## config.mk

```make
export PLATFORM = sky130hd
export DESIGN_NAME = bp_cache_req_arbiter
export DESIGN_NICKNAME = d
export VERILOG_FILES = /design/src/rtl/bp_cache_req_arbiter_pkg.sv /design/src/rtl/bp_cache_req_arb_slot.sv /design/src/rtl/bp_cache_req_arbiter.sv
export SDC_FILE = /design/constraint.sdc
export NUM_CORES = 1
export LEC_CHECK = 0
export CORE_ASPECT_RATIO = 1.5
export CORE_MARGIN = 10
export CORE_UTILIZATION = 44
export DETAILED_ROUTE_END_ITERATION = 16
export HOLD_SLACK_MARGIN = 0.06
export PLACE_DENSITY_LB_ADDON = 0.15
export SKIP_LAST_GASP = 1
export SYNTH_ARGS = -nofsm -noshare
export SYNTH_HDL_FRONTEND = slang
export SYNTH_SLANG_ARGS = --single-unit
export TNS_END_PERCENT = 50
```

## constraint.sdc

```tcl
create_clock -name clk_i -period 1.6 [get_ports clk_i]
set_input_delay 0.24 -clock clk_i [delete_from_list [all_inputs] [get_ports clk_i]]
set_output_delay 0.24 -clock clk_i [all_outputs]
set_load 0.1 [all_outputs]
```

## src/rtl/bp_cache_req_arbiter_pkg.sv

```systemverilog
// Shared types for the cache miss request arbiter: FSM state encoding and port count.
package bp_common_pkg;

  typedef enum logic [1:0] {
    e_idle = 2'd0,
    e_send = 2'd1,
    e_wait = 2'd2
  } bp_cache_req_arb_state_e;

  localparam int bp_cache_req_arb_ports_gp = 2;

endpackage

```

## src/rtl/bp_cache_req_arb_slot.sv

```systemverilog
// One-entry miss buffer: holds a request, then its later metadata; eligible once both are present.
module bp_cache_req_arb_slot
  import bp_common_pkg::*;
#(
  parameter int req_width_p  = 128,
  parameter int meta_width_p = 16
) (
  input  logic                    clk_i,
  input  logic                    reset_i,
  input  logic [req_width_p-1:0]  req_i,
  input  logic                    req_v_i,
  output logic                    ready_o,
  input  logic [meta_width_p-1:0] meta_i,
  input  logic                    meta_v_i,
  input  logic                    clear_i,
  output logic [req_width_p-1:0]  req_o,
  output logic [meta_width_p-1:0] meta_o,
  output logic                    eligible_o
);

  logic                    r_req_full;
  logic                    r_meta_full;
  logic [req_width_p-1:0]  r_req;
  logic [meta_width_p-1:0] r_meta;
  logic                    w_req_take;
  logic                    w_meta_take;

  // Ready depends only on slot occupancy, so a producer may wait for it before raising valid.
  assign ready_o     = ~r_req_full & ~reset_i;
  assign w_req_take  = req_v_i & ready_o;
  assign w_meta_take = meta_v_i & r_req_full & ~r_meta_full;
  assign eligible_o  = r_req_full & r_meta_full;
  assign req_o       = r_req;
  assign meta_o      = r_meta;

  always_ff @(posedge clk_i) begin
    if (reset_i) begin
      r_req_full  <= 1'b0;
      r_meta_full <= 1'b0;
      r_req       <= '0;
      r_meta      <= '0;
    end else if (clear_i) begin
      r_req_full  <= 1'b0;
      r_meta_full <= 1'b0;
    end else begin
      if (w_req_take) begin
        r_req      <= req_i;
        r_req_full <= 1'b1;
      end
      if (w_meta_take) begin
        r_meta      <= meta_i;
        r_meta_full <= 1'b1;
      end
    end
  end

  // Metadata is only meaningful for a held request that has none yet.
  always_ff @(posedge clk_i) begin
    if (!reset_i) begin
      assert (!meta_v_i || (r_req_full && !r_meta_full));
    end
  end

endmodule

```

## src/rtl/bp_cache_req_arbiter.sv

```systemverilog
// Round-robin arbiter of I-cache/D-cache miss requests onto one engine channel.
// Optional watchdog enabled by defining BP_CACHE_REQ_ARB_TIMEOUT_EN.
module bp_cache_req_arbiter
  import bp_common_pkg::*;
#(
  parameter int req_width_p  = 128,
  parameter int meta_width_p = 16,
  parameter int timeout_p    = 4096
) (
  input  logic                                            clk_i,
  input  logic                                            reset_i,
  input  logic [bp_cache_req_arb_ports_gp*req_width_p-1:0]  cache_req_i,
  input  logic [bp_cache_req_arb_ports_gp-1:0]              cache_req_v_i,
  output logic [bp_cache_req_arb_ports_gp-1:0]              cache_req_ready_o,
  input  logic [bp_cache_req_arb_ports_gp*meta_width_p-1:0] cache_req_metadata_i,
  input  logic [bp_cache_req_arb_ports_gp-1:0]              cache_req_metadata_v_i,
  output logic [bp_cache_req_arb_ports_gp-1:0]              cache_req_complete_o,
  output logic [req_width_p-1:0]                            req_o,
  output logic [meta_width_p-1:0]                           req_meta_o,
  output logic                                              req_v_o,
  input  logic                                              req_ready_i,
  input  logic                                              req_complete_i,
  output logic                                              timeout_o
);

  localparam int P = bp_cache_req_arb_ports_gp;

  if (timeout_p < 2) begin : g_bad_timeout
    $fatal(1, "timeout_p must be at least 2");
  end

  bp_cache_req_arb_state_e r_state, w_state_n;
  logic                    r_grant, w_grant_n;
  logic                    r_rr, w_rr_n;
  logic [P-1:0]            w_eligible;
  logic [P-1:0]            w_clear;
  logic [P-1:0]            w_complete;
  logic                    w_req_v;
  logic [req_width_p-1:0]  w_slot_req  [P];
  logic [meta_width_p-1:0] w_slot_meta [P];

  for (genvar g = 0; g < P; g++) begin : g_slot
    bp_cache_req_arb_slot #(
      .req_width_p (req_width_p),
      .meta_width_p(meta_width_p)
    ) u_slot (
      .clk_i     (clk_i),
      .reset_i   (reset_i),
      .req_i     (cache_req_i[g*req_width_p +: req_width_p]),
      .req_v_i   (cache_req_v_i[g]),
      .ready_o   (cache_req_ready_o[g]),
      .meta_i    (cache_req_metadata_i[g*meta_width_p +: meta_width_p]),
      .meta_v_i  (cache_req_metadata_v_i[g]),
      .clear_i   (w_clear[g]),
      .req_o     (w_slot_req[g]),
      .meta_o    (w_slot_meta[g]),
      .eligible_o(w_eligible[g])
    );
  end

  always_ff @(posedge clk_i) begin
    if (reset_i) begin
      r_state <= e_idle;
      r_grant <= 1'b0;
      r_rr    <= 1'b0;
    end else begin
      r_state <= w_state_n;
      r_grant <= w_grant_n;
      r_rr    <= w_rr_n;
    end
  end

  always_comb begin
    w_state_n  = r_state;
    w_grant_n  = r_grant;
    w_rr_n     = r_rr;
    w_clear    = '0;
    w_complete = '0;
    w_req_v    = 1'b0;
    case (r_state)
      e_idle: begin
        if (|w_eligible) begin
          w_grant_n = (&w_eligible) ? r_rr : w_eligible[1];
          w_rr_n    = ~w_grant_n;
          w_state_n = e_send;
        end
      end
      e_send: begin
        w_req_v = 1'b1;
        if (req_ready_i) w_state_n = e_wait;
      end
      e_wait: begin
        // Completion is routed in the same cycle; the slot frees at the next edge.
        if (req_complete_i) begin
          w_complete[r_grant] = 1'b1;
          w_clear[r_grant]    = 1'b1;
          w_state_n           = e_idle;
        end
      end
      default: w_state_n = e_idle;
    endcase
  end

  assign req_v_o              = w_req_v & ~reset_i;
  assign req_o                = req_v_o ? w_slot_req[r_grant] : '0;
  assign req_meta_o           = req_v_o ? w_slot_meta[r_grant] : '0;
  assign cache_req_complete_o = w_complete & {P{~reset_i}};

  always_ff @(posedge clk_i) begin
    if (!reset_i) begin
      assert (!req_complete_i || r_state == e_wait);
    end
  end

`ifdef BP_CACHE_REQ_ARB_TIMEOUT_EN
  localparam int cnt_w = $clog2(timeout_p + 1);
  logic [cnt_w-1:0] r_tcnt;
  logic             r_timeout;

  // Counts cycles since the current request entered e_send; saturates at the limit.
  always_ff @(posedge clk_i) begin
    if (reset_i) begin
      r_tcnt    <= '0;
      r_timeout <= 1'b0;
    end else begin
      if (r_state == e_idle && w_state_n == e_send) begin
        r_tcnt <= '0;
      end else if (r_state != e_idle && r_tcnt != cnt_w'(timeout_p)) begin
        r_tcnt <= r_tcnt + 1'b1;
      end
      if (r_state != e_idle && r_tcnt == cnt_w'(timeout_p - 1)) r_timeout <= 1'b1;
    end
  end

  assign timeout_o = r_timeout;
`else
  assign timeout_o = 1'b0;
`endif

endmodule

```

; ---- Word level (Yosys, flattened, before mapping)
; Index checks and enable logic that the tools add are counted.
[totals]
ff_bits = 296
input_bits = 296
[classes]
order_cmp = 3
eq_ne = 5
muxes = 18
n_bitwise = 21
n_reduce_logical = 12
[op_table]
columns = cell, n
row1 = two-way mux 128 bit, 4
row2 = two-way mux 16 bit, 4
row3 = AND reduction 2 bit, 6
row4 = bitwise AND 1 bit, 11
row5 = two-way mux 2 bit, 5
row6 = inverter 1 bit, 8
row7 = inequality test 2 bit (second input constant), 3
row8 = case mux 2 bit (3 select lines), 1
row9 = OR reduction 2 bit, 3
row10 = two-way mux 1 bit, 3
row11 = AND reduction 3 bit, 1
row12 = bitwise AND 2 bit, 1
row13 = == test 2 x 1 -> 1 bit (second input constant), 1
row14 = == test 2 bit (second input constant), 1
row15 = >= comparator 2 bit (second input constant), 1
row16 = zero test 2 bit, 1
row17 = < comparator 1 x 2 -> 1 bit (second input constant), 1
row18 = inverter 1 -> 2 bit, 1
row19 = demux 1 bit (select 1 bit), 1
row20 = >= comparator 1 bit (second input constant), 1
row21 = logical AND 1 bit, 1

; ---- Depth between registers and ports, before layout
[depth]
word_depth = 8
mapped_depth = 7
mapped_depth_nobuf = 3

; ---- Hierarchy
; A second synthesis with hierarchy kept.
[hier_totals]
cells_unflattened = 1332
hier_area_um2 = 15212.1
[modules_own_cells]
columns = mod, n_inst, cells_per_inst, area_per_inst_um2, seq_area_each_um2
row1 = bp_cache_req_arb_slot, 2, 492, 6361.1, 2922.8
row2 = bp_cache_req_arbiter, 1, 348, 2489.9, 80.1

; ---- Worst setup path after synthesis
; Ideal clock, no wire load.
[synth_path]
path_kind = register to output
from = register r_grant
to = output port req_o[100]
arrival_ps = 2416
path_slack_ps = -1056
path_stages_with_launch = 6
n_path_buf = 3
cell_sequence = dfxtp_1 > clkbuf_1 > buf_2 > buf_2 > mux2i_1 > nor2_1
[synth_via]
elab_chain_cells = 5
[synth_rtl]
columns = element, line
row1 = start: declaration, bp_cache_req_arbiter.sv:33  ; logic r_grant, w_grant_n;
row2 = start signal: assignment, bp_cache_req_arbiter.sv:68  ; r_grant <= w_grant_n;
row3 = inverter 1 -> 2 bit (not written as such), bp_cache_req_arbiter.sv:105  ; assign req_o = req_v_o ? w_slot_req[r_grant] : '0;
row4 = two-way mux 128 bit (not written as such) (3 in a row), bp_cache_req_arbiter.sv:105
row5 = two-way mux 128 bit, bp_cache_req_arbiter.sv:105
row6 = end: declaration, bp_cache_req_arbiter.sv:18  ; output logic [req_width_p-1:0] req_o,
; No other way between the ends. The select of a mux whose other input is x is not followed.

; ---- Worst setup path after layout
[layout_path]
from = register r_grant
to = output port req_o[6]
; Same word-level chain as after synthesis.

==> results.py <==
metrics = {
    "die": {
        "die_height_um": 250,
        "initial_utilization_pct": 44.4,
        "coreArea_mm2": 0.0349,
        "row_count": 84,
        "die_area_mm2": 0.0433,
        "io_pins": 446,
        "die_w_um": 173,
    },
    "routing": {
        "wl_per_cell_um": 21.0,
        "finalWirelength_mm": 54.5,
        "drc": 0,
        "drtIter0Drc": 629,
        "dr.pass1.iters": 4,
        "vias": 12900,
        "viasPerCell": 4.95,
        "ant_nets": 0,
    },
    "final_layout": {
        "drive_gt1_share_pct": 27.3,
        "fillers": 2376,
        "fin_util_pct": 75.4,
        "final_nets": 2393,
        "area_growth_pct": 69.7,
    },
    "synthesis": {
        "synthFlopType": "dfxtp_1",
        "ys_ff_latch": 296,
        "synth-async-reset-ratio_pct": 0,
        "postSynthAreaPerCell_um2": 9.59,
        "yosysSeqAreaShare_pct": 38.2,
        "yosys.area.top_type": "dfxtp_1",
        "yosysWarnings": 0,
        "syn_inst": 1618,
        "synth.area.top_cells": "dfxtp_1, mux2i_1, nand2b_1, nor2_1, clkbuf_1",
        "syn_nets": 1914,
        "synth-edff-count": 0,
        "yosys.area.top_type_share_pct": 38.2,
        "synth.distinct_cells": 29,
        "syn_area_mm2": 0.0155,
    },
    "setup_path": {
        "crit_chain": "buf_12 > clkbuf_16 > clkbuf_16 > mux2i_1 > nor2_1 > buf_12",
        "crit_fanout": 7,
        "crit_type": "reg -> out",
        "slowest_delay_ps": 360,
        "slowest_stage": "dfxtp_4",
        "cpLargestDelayFamily": "buffers and inverters",
        "path_buf_inv": 4,
        "end_kind": "output port",
        "cp-start-kind": "flop",
        "crit_required_ps": 1360,
        "arrival_ps": 1950,
    },
    "cts": {
        "clock_latency_ps": 570,
        "root_buffer": "clkbuf_16",
        "cts_buffers": 31,
        "cts_tree": "yes",
        "cts_buffer_depth": 3,
        "hold_buffers": 0,
        "clk_pin_slew_ps": 70,
        "htreeDepth": 1,
        "cts_sinks": 296,
    },
    "timing": {
        "setup_violations": 416,
        "period_minus_slack_ps": 2190,
        "max_freq_mhz": 457,
        "tightest_slew_ps": 658,
        "min_period_over_period_pct": 137,
        "slew_violations": 0,
        "maxSlewHeadroom_pct": 56.1,
        "finClkSkew_ps": 9.81,
        "fin_ws_ps": -587,
        "grt_setup_unrepaired": "yes",
        "hold_viol": 0,
    },
    "grt": {
        "grt_overflow_total": 0,
        "grt_pass1_vias": 13700,
        "grt_pass1_wl_mm": 79.1,
        "antenna_found_initial": 8,
        "grt.busiest_layer": "met2",
        "met3_usage_pct": 5.89,
        "met1_usage_pct": 24.4,
        "use_met2_pct": 42.0,
        "grt_max_degree": 119,
        "grtUsageTotal_pct": 22.9,
    },
    "power": {
        "p_leak_nw": 9.40,
        "power.total_mw": 20.0,
        "ir_worst_vdd_mv": 0.770,
        "powerDensity_mw_per_mm2": 761,
    },
    "placement": {
        "portBuffers": 444,
        "place_hpwl_mm": 35.2,
        "place_congestion": 0.795,
    },
    "min_path": {
        "min_path_type": "in -> reg",
    },
    "run_status": {
        "status": "finished, violations left",
        "violations": "setup timing",
    },
    "run": {
        "max_cap_violations": 0,
    },
}
==> routing by layer <==
layer | wire length [um] | share of wire (%) | up-vias
met3 | 3210 | 5.9 | 99
met1 | 20300 | 37 | 6141
met2 | 28900 | 53 | 385
li1 | - | - | 6243
met4 | 2070 | 3.8 | 4
met5 | 27 | 0.050 | -
==> tightest hold or removal path: stages <==
cell	delay, ps
buf_8	100
buf_4	220
nor2_1	120
==> final cells by class <==
type | instances | area [um^2] | area share [%]
well taps | 473 | 592 | 2.25
repair buffers | 578 | 8280 | 31.5
diodes | 6 | 15.0 | 0.0571
inverters | 1 | 3.75 | 0.0143
clock inverters | 12 | 138 | 0.523
clock buffers | 44 | 956 | 3.63
flip-flops and latches | 296 | 5940 | 22.6
multi-input cells | 1189 | 10400 | 39.5
==> cells in the mapped netlist, types with 2 or more instances <==
cell type,instances
buf_4,6
mux2i_1,432
clkbuf_1,76
nand2b_1,576
nand2_1,4
buf_8,3
buf_6,16
nor3_1,4
buf_2,21
dfxtp_1,296
buf_12,10
nor2_1,152
nor3_4,2
a21oi_1,4
nor2b_1,2
==> kinds of logic (layout without fill, tap and decap cells) <==
| family | after synthesis | count (layout) | synth area share (%) |
|---|---|---|---|
| AND/OR/NAND/NOR | 746 | 746 | 27.9 |
| flip-flops | 296 | 296 | 38.2 |
| multiplexers | 432 | 432 | 27.9 |
| AO/OA/AOI/OAI | 10 | 10 | 0.412 |
| buffers and inverters | 133 | 635 | 5.57 |
| other | 1 | 7 | 0.0242 |
==> power by group <==
group	switching [mW]	internal, mW
Clock	3.13	4.61
Sequential	0.395	7.84
Combinational	1.70	2.35
Total	5.23	14.8
==> sequential cells by signal, indices dropped and copies added (netlist names) <==
signal	flops
g_slot.u_slot.r_req_full	2
g_slot.u_slot.meta_o	32
g_slot.u_slot.r_meta_full	2
r_state	2
r_rr	1
r_grant	1
g_slot.u_slot.req_o	256
==> placed cells by master, fill, tap and decap left out, types with 11 or more instances in the layout <==
master           instances
buf_12                 185
nor2_2                  46
buf_16                  18
mux2i_4                 62
nor2_4                  84
dfxtp_1                292
clkdlybuf4s50_1        294
nor2_1                  22
clkbuf_16               45
nand2b_1               576
buf_4                   37
mux2i_2                 34
clkbuf_8                11
buf_6                   18
mux2i_1                336
==> final timing paths <==
| check | startpoint | end | slack [ps] | cells past startpoint |
|---|---|---|---|---|
| worst max-delay path | r_grant | req_o[6] | -590 | 6 |
| worst min-delay path | reset_i | r_state[1] | 140 | 3 |
| worst max register to register | r_grant | g_slot[1].u_slot.req_o[81] | -410 | 8 |
| worst min register to register | g_slot[1].u_slot.req_o[50] | g_slot[1].u_slot.req_o[50] | 470 | 2 |
==> timing repair <==
item	CTS	global route
gates resized for setup	147	178
pin swaps	6	26
endpoints found under the setup margin	362	418
setup buffers	16	6
cloned	20	17
==> per-stage QoR <==
| stage | instance area (um^2) | setup WS, ps | TNS [ps] | hold slack (ps) | cells |
|---|---|---|---|---|---|
| 2_1_floorplan | 15900 | -813 | -85260 | 366 | 1618 |
| 3_3_place_gp | 22600 | -320 | -68460 | 447 | 2479 |
| 3_5_place_dp | 22600 | -332 | -76560 | 460 | 2479 |
| 4_1_cts | 25000 | -593 | -134520 | 131 | 2571 |
| 5_1_grt | 26300 | -634 | -161390 | 148 | 2599 |
| 6_report | 26300 | -587 | -131070 | 145 | 2599 |
No activity file was read; power rests on OpenSTA's default activity.
